<file path="config.mk">
export PLATFORM = sky130hd
export DESIGN_NAME = sha_mem_responder
export DESIGN_NICKNAME = d
export VERILOG_FILES = /design/src/rtl/sha_mem_responder.sv
export SDC_FILE = /design/constraint.sdc
export NUM_CORES = 2
export LEC_CHECK = 0
export ABC_AREA = 1
export BUFFER_PORTS_ARGS = -buffer_cell sky130_fd_sc_hd__buf_2
export CAP_MARGIN = 5
export CELL_PAD_IN_SITES_DETAIL_PLACEMENT = 1
export CELL_PAD_IN_SITES_GLOBAL_PLACEMENT = 2
export CORE_MARGIN = 5
export CORE_UTILIZATION = 40
export CTS_BUF_LIST = sky130_fd_sc_hd__clkbuf_8
export CTS_CLUSTER_DIAMETER = 200
export DETAILED_ROUTE_END_ITERATION = 8
export GPL_ROUTABILITY_DRIVEN = 0
export HOLD_SLACK_MARGIN = 0.03
export PLACE_DENSITY_LB_ADDON = 0.1
export REMOVE_ABC_BUFFERS = 1
export SKIP_LAST_GASP = 1
export SYNTH_ARGS = -nofsm -noshare
export SYNTH_HDL_FRONTEND = slang
export SYNTH_SLANG_ARGS = --single-unit
</file>
<file path="constraint.sdc">
create_clock -name clk -period 4.45 [get_ports clk]
set_input_delay 0.445 -clock clk [delete_from_list [all_inputs] [get_ports clk]]
set_output_delay 0.445 -clock clk [all_outputs]
set_load 0.05 [all_outputs]
</file>
<file path="src/rtl/sha_mem_responder.sv">
// Word-memory responder for the SHA-256 engine: loads a host message, kicks the engine,
// serves its 1-cycle reads, captures the 8-word digest and streams it back to the host.
module sha_mem_responder #(
  parameter int          DEPTH       = 64,
  parameter logic [15:0] MSG_BASE    = 16'd0,
  parameter int          MSG_WORDS   = 20,
  parameter logic [15:0] OUT_BASE    = 16'd32,
  parameter int          TIMEOUT_CYC = 1024,
  parameter int          DATA_W      = 32
) (
  input  logic              clk,
  input  logic              reset_n,
  input  logic              in_valid,
  output logic              in_ready,
  input  logic [DATA_W-1:0] in_data,
  input  logic              in_last,
  output logic              eng_start,
  input  logic              eng_done,
  output logic [15:0]       message_addr,
  output logic [15:0]       output_addr,
  input  logic [15:0]       mem_addr,
  input  logic              mem_we,
  input  logic [DATA_W-1:0] mem_write_data,
  output logic [DATA_W-1:0] mem_read_data,
  output logic              out_valid,
  input  logic              out_ready,
  output logic [DATA_W-1:0] out_data,
  output logic              out_last,
  output logic              err_len,
  output logic              err_timeout,
  input  logic              err_clr
);

  localparam int          AW      = $clog2(DEPTH);
  localparam int          TW      = $clog2(TIMEOUT_CYC + 1);
  localparam logic [15:0] DEPTH_A = 16'(DEPTH);
  localparam logic [15:0] LAST_W  = 16'(MSG_WORDS - 1);
  localparam logic [TW-1:0] TO_LIM = TW'(TIMEOUT_CYC);

  if ((int'(MSG_BASE) + MSG_WORDS > DEPTH) || (int'(OUT_BASE) + 8 > DEPTH)) begin : g_bad_cfg
    $error("sha_mem_responder: message or digest window exceeds DEPTH");
  end

  typedef enum logic [2:0] {S_LOAD, S_KICK, S_WAIT_LO, S_WAIT_HI, S_DRAIN} state_t;

  state_t            state, state_nxt;
  logic [DATA_W-1:0] arr [DEPTH];
  logic [DATA_W-1:0] cap [8];
  logic [15:0]       wcnt;
  logic [TW-1:0]     tcnt;
  logic [2:0]        rcnt;

  logic in_acc, load_end, len_bad, waiting, timeout_hit, out_hs;
  logic eng_wr, cap_hit;
  logic [DATA_W-1:0] cap_first;

  assign message_addr = MSG_BASE;
  assign output_addr  = OUT_BASE;
  assign in_ready     = (state == S_LOAD);

  assign in_acc      = in_ready && in_valid;
  assign load_end    = in_acc && (in_last || (wcnt == LAST_W));
  assign len_bad     = in_acc && in_last && (wcnt != LAST_W);
  assign waiting     = (state == S_WAIT_LO) || (state == S_WAIT_HI);
  assign timeout_hit = waiting && (tcnt == TO_LIM);
  assign out_hs      = (state == S_DRAIN) && out_valid && out_ready;
  assign eng_wr      = mem_we && (mem_addr < DEPTH_A) && (state != S_LOAD);
  assign cap_hit     = eng_wr && (mem_addr >= OUT_BASE) && (mem_addr < OUT_BASE + 16'd8);
  // A digest write landing on the DRAIN-entry edge must still reach the first output word.
  assign cap_first   = (cap_hit && (mem_addr == OUT_BASE)) ? mem_write_data : cap[0];

  always_comb begin
    state_nxt = state;
    case (state)
      S_LOAD:    if (load_end) state_nxt = S_KICK;
      S_KICK:    state_nxt = S_WAIT_LO;
      S_WAIT_LO: if (timeout_hit) state_nxt = S_LOAD;
                 else if (!eng_done) state_nxt = S_WAIT_HI;
      S_WAIT_HI: if (timeout_hit) state_nxt = S_LOAD;
                 else if (eng_done) state_nxt = S_DRAIN;
      S_DRAIN:   if (out_hs && (rcnt == 3'd7)) state_nxt = S_LOAD;
      default:   state_nxt = S_LOAD;
    endcase
  end

  always_ff @(posedge clk or negedge reset_n) begin
    if (!reset_n) begin
      state       <= S_LOAD;
      wcnt        <= '0;
      tcnt        <= '0;
      eng_start   <= 1'b0;
      err_len     <= 1'b0;
      err_timeout <= 1'b0;
    end else begin
      state     <= state_nxt;
      eng_start <= (state_nxt == S_KICK);
      if (load_end)    wcnt <= '0;
      else if (in_acc) wcnt <= wcnt + 16'd1;
      if (state == S_KICK) tcnt <= '0;
      else if (waiting)    tcnt <= tcnt + 1'b1;
      // Clear wins over a same-cycle set; a persisting condition re-sets next cycle.
      err_len     <= err_clr ? 1'b0 : (err_len | len_bad);
      err_timeout <= err_clr ? 1'b0 : (err_timeout | timeout_hit);
    end
  end

  always_ff @(posedge clk or negedge reset_n) begin
    if (!reset_n) begin
      out_valid <= 1'b0;
      out_data  <= '0;
      out_last  <= 1'b0;
      rcnt      <= '0;
    end else if ((state == S_WAIT_HI) && (state_nxt == S_DRAIN)) begin
      out_valid <= 1'b1;
      out_data  <= cap_first;
      out_last  <= 1'b0;
      rcnt      <= '0;
    end else if (out_hs) begin
      if (rcnt == 3'd7) begin
        out_valid <= 1'b0;
        out_last  <= 1'b0;
      end else begin
        rcnt     <= rcnt + 3'd1;
        out_data <= cap[rcnt + 3'd1];
        out_last <= (rcnt == 3'd6);
      end
    end
  end

  always_ff @(posedge clk or negedge reset_n) begin
    if (!reset_n) begin
      for (int i = 0; i < 8; i++) cap[i] <= '0;
    end else if (state == S_LOAD) begin
      for (int i = 0; i < 8; i++) cap[i] <= '0;
    end else if (cap_hit) begin
      cap[3'(mem_addr - OUT_BASE)] <= mem_write_data;
    end
  end

  // Host and engine write ports are mutually exclusive by state.
  always_ff @(posedge clk) begin
    if (in_acc)      arr[AW'(MSG_BASE + wcnt)] <= in_data;
    else if (eng_wr) arr[AW'(mem_addr)]        <= mem_write_data;
  end

  always_ff @(posedge clk or negedge reset_n) begin
    if (!reset_n) mem_read_data <= '0;
    else          mem_read_data <= (mem_addr < DEPTH_A) ? arr[AW'(mem_addr)] : '0;
  end

endmodule

</file>
======== After elaboration in Yosys (flattened, before gate mapping) ========
Memories as Yosys holds them, arrays and structs flattened.
Index checks and enable logic that the tools add are counted.
word-level totals
  register bits ........................... 358
  memories kept ........................... 1
  logic and storage cells ................. 117
  input port bits ......................... 88
  output and inout port bits .............. 102
  RAM bits ................................ 2,048
  ROM bits ................................ 0
  latch bits .............................. 0
cells by class
  muxes and demuxes ....................... 43
  div/mod/pow operators ................... 0
  add/subtract/negate cells ............... 4
  multiply operators ...................... 0
  equality and inequality tests ........... 13
  bitwise operators ....................... 4
  order comparisons ....................... 6
  reduce and logical (&&, ||, !) cells .... 27
  shift operators ......................... 0
memories
  memory  depth  width  rd ports  clocked after memory_dff  write ports  RTL line  source
  arr     64     32     1         0                         1            47        logic [DATA_W-1:0] arr [DEPTH];
operator list
  kind                     count
  $mux W256                2
  $mux W32                 9
  $bwmux W256              1
  $bmux W32 S3             1
  $demux W32 S3            1
  $mux W16                 2
  $reduce_or A32 Y1        1
  $mux W3                  9
  $mux W11                 2
  $add A16 B1 Y16 const B  1
  $eq A16 B5 Y1 const B    1
  $eq A16 B6 Y1 const B    1
  $ge A16 B6 Y1 const B    1
  $lt A16 B6 Y1 const B    1
  $lt A16 B7 Y1 const B    1
  $ne A16 B5 Y1 const B    1
  $logic_and A1 B1 Y1      15
  $pmux W3 S5              1
  $mux W1                  14
  $eq A3 B3 Y1 const B     4
  $add A11 B1 Y11 const B  1
  $eq A11 B11 Y1 const B   1
  $reduce_bool A2 Y1       5
  $ge A4 B4 Y1 const B     2
  13 further kinds         19

======== Logic depth before layout (Yosys ltp) ========
  depth in word-level cells ............... 10
  gate-level depth with buffers ........... 15
  gate-level depth less buffers ........... 11

======== Least setup slack after synthesis ========
Ideal clock, no wire load.
  kind .................................... input -> register
  start point ............................. input port mem_addr[12]
  end point ............................... memory arr[0][16], data pin
  library setup time ...................... 0.702 ns
  arrival time ............................ 3.704 ns
  slack ................................... 0.044 ns
  cell stages on the path ................. 6
  path buffers ............................ 1
  data required time ...................... 3.748 ns
  path through ............................ nor2_1 > nand2_1 > nor2_2 > nand3_4 > buf_2 > o21ai_0
on the way
  word-level cells in the longest chain between the ends .. 8
ends and longest elaborated chain
  item                                RTL line  source
  from (decl)                         21        input logic [15:0] mem_addr,
  $lt A16 B7 Y1                       67        assign eng_wr = mem_we && (mem_addr < DEPTH_A) && (state != S_LOAD);
  $logic_and A1 B1 Y1 (2 in a row)    67
  $mux W1                             143       else if (eng_wr) arr[AW'(mem_addr)] <= mem_write_data;
  $mux W1                             142       if (in_acc) arr[AW'(MSG_BASE + wcnt)] <= in_data;
  $mux W1 (not written as such)       143
  $reduce_or A32 Y1 (no source line)  n/a
  $mux W32 (no source line)           n/a
  to (decl)                           47
No other way between the ends.

======== Worst setup path after layout ========
  start point ............................. register state[2]
  end point ............................... register out_data[7]
on the way
  word-level cells in the longest chain between the ends .. 10
  elaborated cells between the ends (all ways) .. 31
  those cells by class .................... eq/ne (6); mux (9); reduce/logical (16)
ends and longest elaborated chain
  item                                                                        RTL line  source
  from (decl)                                                                 46        state_t state, state_nxt;
  from (signal assigned)                                                      95        state <= state_nxt;
  $eq A3 B3 Y1                                                                66, 74
  $logic_and A1 B1 Y1 (2 in a row)                                            66        assign out_hs = (state == S_DRAIN) && out_valid && out_ready;
  $logic_and A1 B1 Y1                                                         81        S_DRAIN: if (out_hs && (rcnt == 3'd7)) state_nxt = S_LOAD;
  $mux W3                                                                     81
  $pmux W3 S5                                                                 74        case (state)
  $eq A3 B3 Y1                                                                113       end else if ((state == S_WAIT_HI) && (state_nxt == S_DRAIN)) begin
  $logic_and A1 B1 Y1                                                         113
  $ne A2 B1 Y1 (no source line) / $reduce_bool A2 Y1 (equally long branches)  n/a
  $reduce_and A2 Y1 (no source line)                                          n/a
  to (signal assigned)                                                        115       out_data <= cap_first;
  to (signal assigned)                                                        124       out_data <= cap[rcnt + 3'd1];
  to (decl)                                                                   27        output logic [DATA_W-1:0] out_data,
Parallel ways exist; a longest one is shown, timed or not.
A chain may end at the register's enable or synchronous reset.

==> flow_summary_export.csv <==
group,metric,value,unit
run_status,status,"complete, no violations",
detailed_routing,detail-route-antenna-nets,0,
worst_setup_path,worst_r2r_endpoint,"out_data[7]",
synth,synth_area_leaders,"edfxtp_1 60%, nand2_1 12%, dfrtp_1 8.8%, nand3_1 4.4%, nand4_1 3.7%",
die,design.die.area,265000,sq um
cts,htree_num_levels,5,
timing,layout_min_cycle_time,3.40,ns
global_routing,antenna_violations_before_repair,26,
worst_setup_path,worst-setup-path-type,"reg -> reg",
worst_setup_path,arrival,4.47,ns
worst_setup_path,timing.critical_path.to,"out_data[7]",
synth,ys_seq_area_share,69.2,%
die,core,254000,sq um
die,die_height,515,microns
timing,hold_viol,0,
synth,yosysMostFrequentCell,"nand2_1",
synth,cell_type_contributing_the_most_total_cell_area_after_synthesis,"edfxtp_1",
global_routing,overflow,0,
power,total_leakage_power,48.0,nW
detailed_routing,routed_wire_length_per_instance,28.0,microns
timing,skew,0.0663,ns
synth,total_of_warnings_raised_by_yosys,0,
worst_setup_path,max_stage_delay,0.62,ns
synth,postSynthRegisterBits,2406,
synth,ys_dominant_reg_cell,"edfxtp_1",
timing,timing.final.crit_share,76.5,%
timing,timing.max_slew.rel_slack,13.7,%
worst_setup_path,path_delay_family,"buffers and inverters",
die,chipWidth,515,microns
synth,avgSynthCellArea,10.6,sq um
timing,achievable-frequency,294,MHz
power,power_density,434,nW/um^2
power,finalPower,0.0512,W
worst_setup_path,path_length_in_cells_of_the_critical_path,11,
cells_and_area,post_route_cells_drive_above_1_share,11.3,%
worst_setup_path,crit_path_max_fanout,31,
worst_setup_path,critPathLaunch,"state[2]",
cells_and_area,num-nets-final,10000,
detailed_routing,drc,0,
worst_setup_path,worst_path_max_delay_cell,"dlygate4sd3_1",
cts,clk_pin_slew,0.06,ns
detailed_routing,drt_iter0_drc,7012,
run,max_cap_violations,0,
synth,synth_largest_type_area_fraction,60.4,%
cts,max-clock-path-buffers,4,
worst_setup_path,ff2ff_setup_slack,1.05,ns
detailed_routing,detail_route.vias_per_cell,5.60,
cts,cts_post_setup_buffers_inserted,0,
synth,post_synth_num_cell_types,40,
die,ioPinCount,190,
worst_setup_path,reg2reg_from,"state[2]",
placement,post-dp-hpwl,215000,microns
placement,port-buffer-count,157,
timing,final-setup-viol-count,0,
timing,slew_violations,0,
die,initial_core_util,40.1,%
timing,hold-worst-slack,0.140,ns
worst_setup_path,worstPathRequired,5.51,ns
synth,syn-cell-area,102000,sq um
synth,synth_edf_count,2048,
worst_setup_path,number_of_cell_instances_on_the_worst_register_to_register_path,11,
global_routing,grt_util_all_layers,28.4,%
cells_and_area,areaGrowthSynthToFinish,15.8,%
synth,yosys-top-cells-count,"3240 x nand2_1, 2048 x edfxtp_1, 891 x nand3_1",
global_routing,grt_pass1_wl,552000,microns
worst_setup_path,critical_path.cell_chain,"inv_2 > a21oi_4 > nand3_4 > buf_4 > nor2_4 > buf_4 > nand3_1 > dlygate4sd3_1 > nand2_1 > nand2_1 > nand3_1",
worst_setup_path,cp.buffers_inverters,4,
cts,numCtsBuffers,431,
die,num_rows,185,
detailed_routing,first_pass_iters,5,
worst_hold_path,min_delay_path_class,"in -> reg",
timing,setup_repair_after_global_routing_missed_its_margin,"no",
global_routing,grt_max_degree,190,
detailed_routing,postRouteWirelength,382000,microns
worst_setup_path,start_kind,"register",
global_routing,via_count_of_the_first_global_routing_pass,78700,
cts,tritoncts,"done",
detailed_routing,vias,76500,
cts,numClockSinks,2406,
timing,timing_worst_slew_pin_value,1.29,ns
worst_setup_path,worst_setup_path_end_kind,"register",
cts,clkLatencyLatePin,1.13,ns
synth,synth_async_sr_flop_share,14.9,%
power,max-vdd-ir-drop,0.404,mV
cts,clk_root_buffer_cell,"clkbuf_8",
synth,number_of_standard_cells_after_synthesis,9592,
timing,tns,0,ns
flip-flops by register name, summed over array words and instances (netlist names), 3 cells and up:
signal         cells
out_data          32
state              3
cap              256
rcnt               3
tcnt              11
mem_read_data     32
wcnt              16
arr             2048
cell families after synthesis:
group | share of synthesized area (%)
AOI/OAI and AO/OA | 3.33
xor gates and xnor gates | 0.0258
other | 0.00738
buffers and inverters | 4.56
and+or+nand+nor | 22.8
adders and majority gates | 0.0737
DFF | 69.2
timing repair:
action | 4_1_cts | 5_1_grt
hold buffers | 69 | 0
resized for setup | 0 | 0
endpoints found under the hold margin | 1975 | 0
cell usage in the layout (no fill, tap or decap), drive strengths merged, types with 9 or more instances in the layout:
cell	n
nand2	3246
edfxtp	2048
nand3	900
inv	662
nor2	618
nand4	606
clkbuf	480
buf	478
dfrtp	358
o21ai	306
a21oi	145
o22ai	115
clkinv	102
dlygate4sd3	68
o211ai	45
conb	32
nand3b	22
nor3	12
diode	9
routing by layer:
layer	GRT usage, %	vias to the layer above	part of all wire, %
li1	-	33800	-
met1	39.4	39300	44
met2	45.6	2723	46
met3	4.36	594	6.5
met4	10.3	2	3.6
met5	0	-	0.0018
metrics by stage:
step	cells	utilization (%)	worst slack, ns	area, sq um
after floorplan	8963	-	-14.67	99200
after global placement	12800	43.1	0.117	109000
after detailed placement	12800	43.1	0.205	109000
after CTS	13600	46.5	0.983	118000
after global routing	13600	46.5	0.911	118000
final	13600	46.5	1.05	118000
worst reg2reg max path: stages (launching register included):
cell and delay (ns):
dfrtp_1 0.47, inv_2 0.12, a21oi_4 0.35, nand3_4 0.17, buf_4 0.33, nor2_4 0.35, buf_4 0.58, nand3_1 0.14
dlygate4sd3_1 0.62, nand2_1 0.08, nand2_1 0.06, nand3_1 0.09
power by group:
part	leakage (nW)	internal, W	switching (W)
clock	4.64	0.00999	0.00928
combinational	20.0	0.00153	0.00539
sequential	23.4	0.0248	0.000172
worst min-delay path by stage:
stage | from | endpoint | cells past startpoint
global route | in_data[7] | arr[30][7] | 4
detailed placement | tcnt[3] | tcnt[3] | 1
floorplan | reset_n | cap[0] | 0
finish | in_data[10] | arr[38][10] | 4
CTS | in_data[10] | arr[48][10] | 4
global placement | tcnt[3] | tcnt[3] | 1
layout make-up:
cell class	count	area, sq um
fillers	27400	136000
inverters	494	1890
well taps	3366	4210
diodes	9	22.5
multi-input cells	6063	27500
flip-flops and latches	2406	70500
clock inverters	276	1210
repair buffers	547	6040
clock buffers	479	6590
Power figures use the tool's default switching activity.
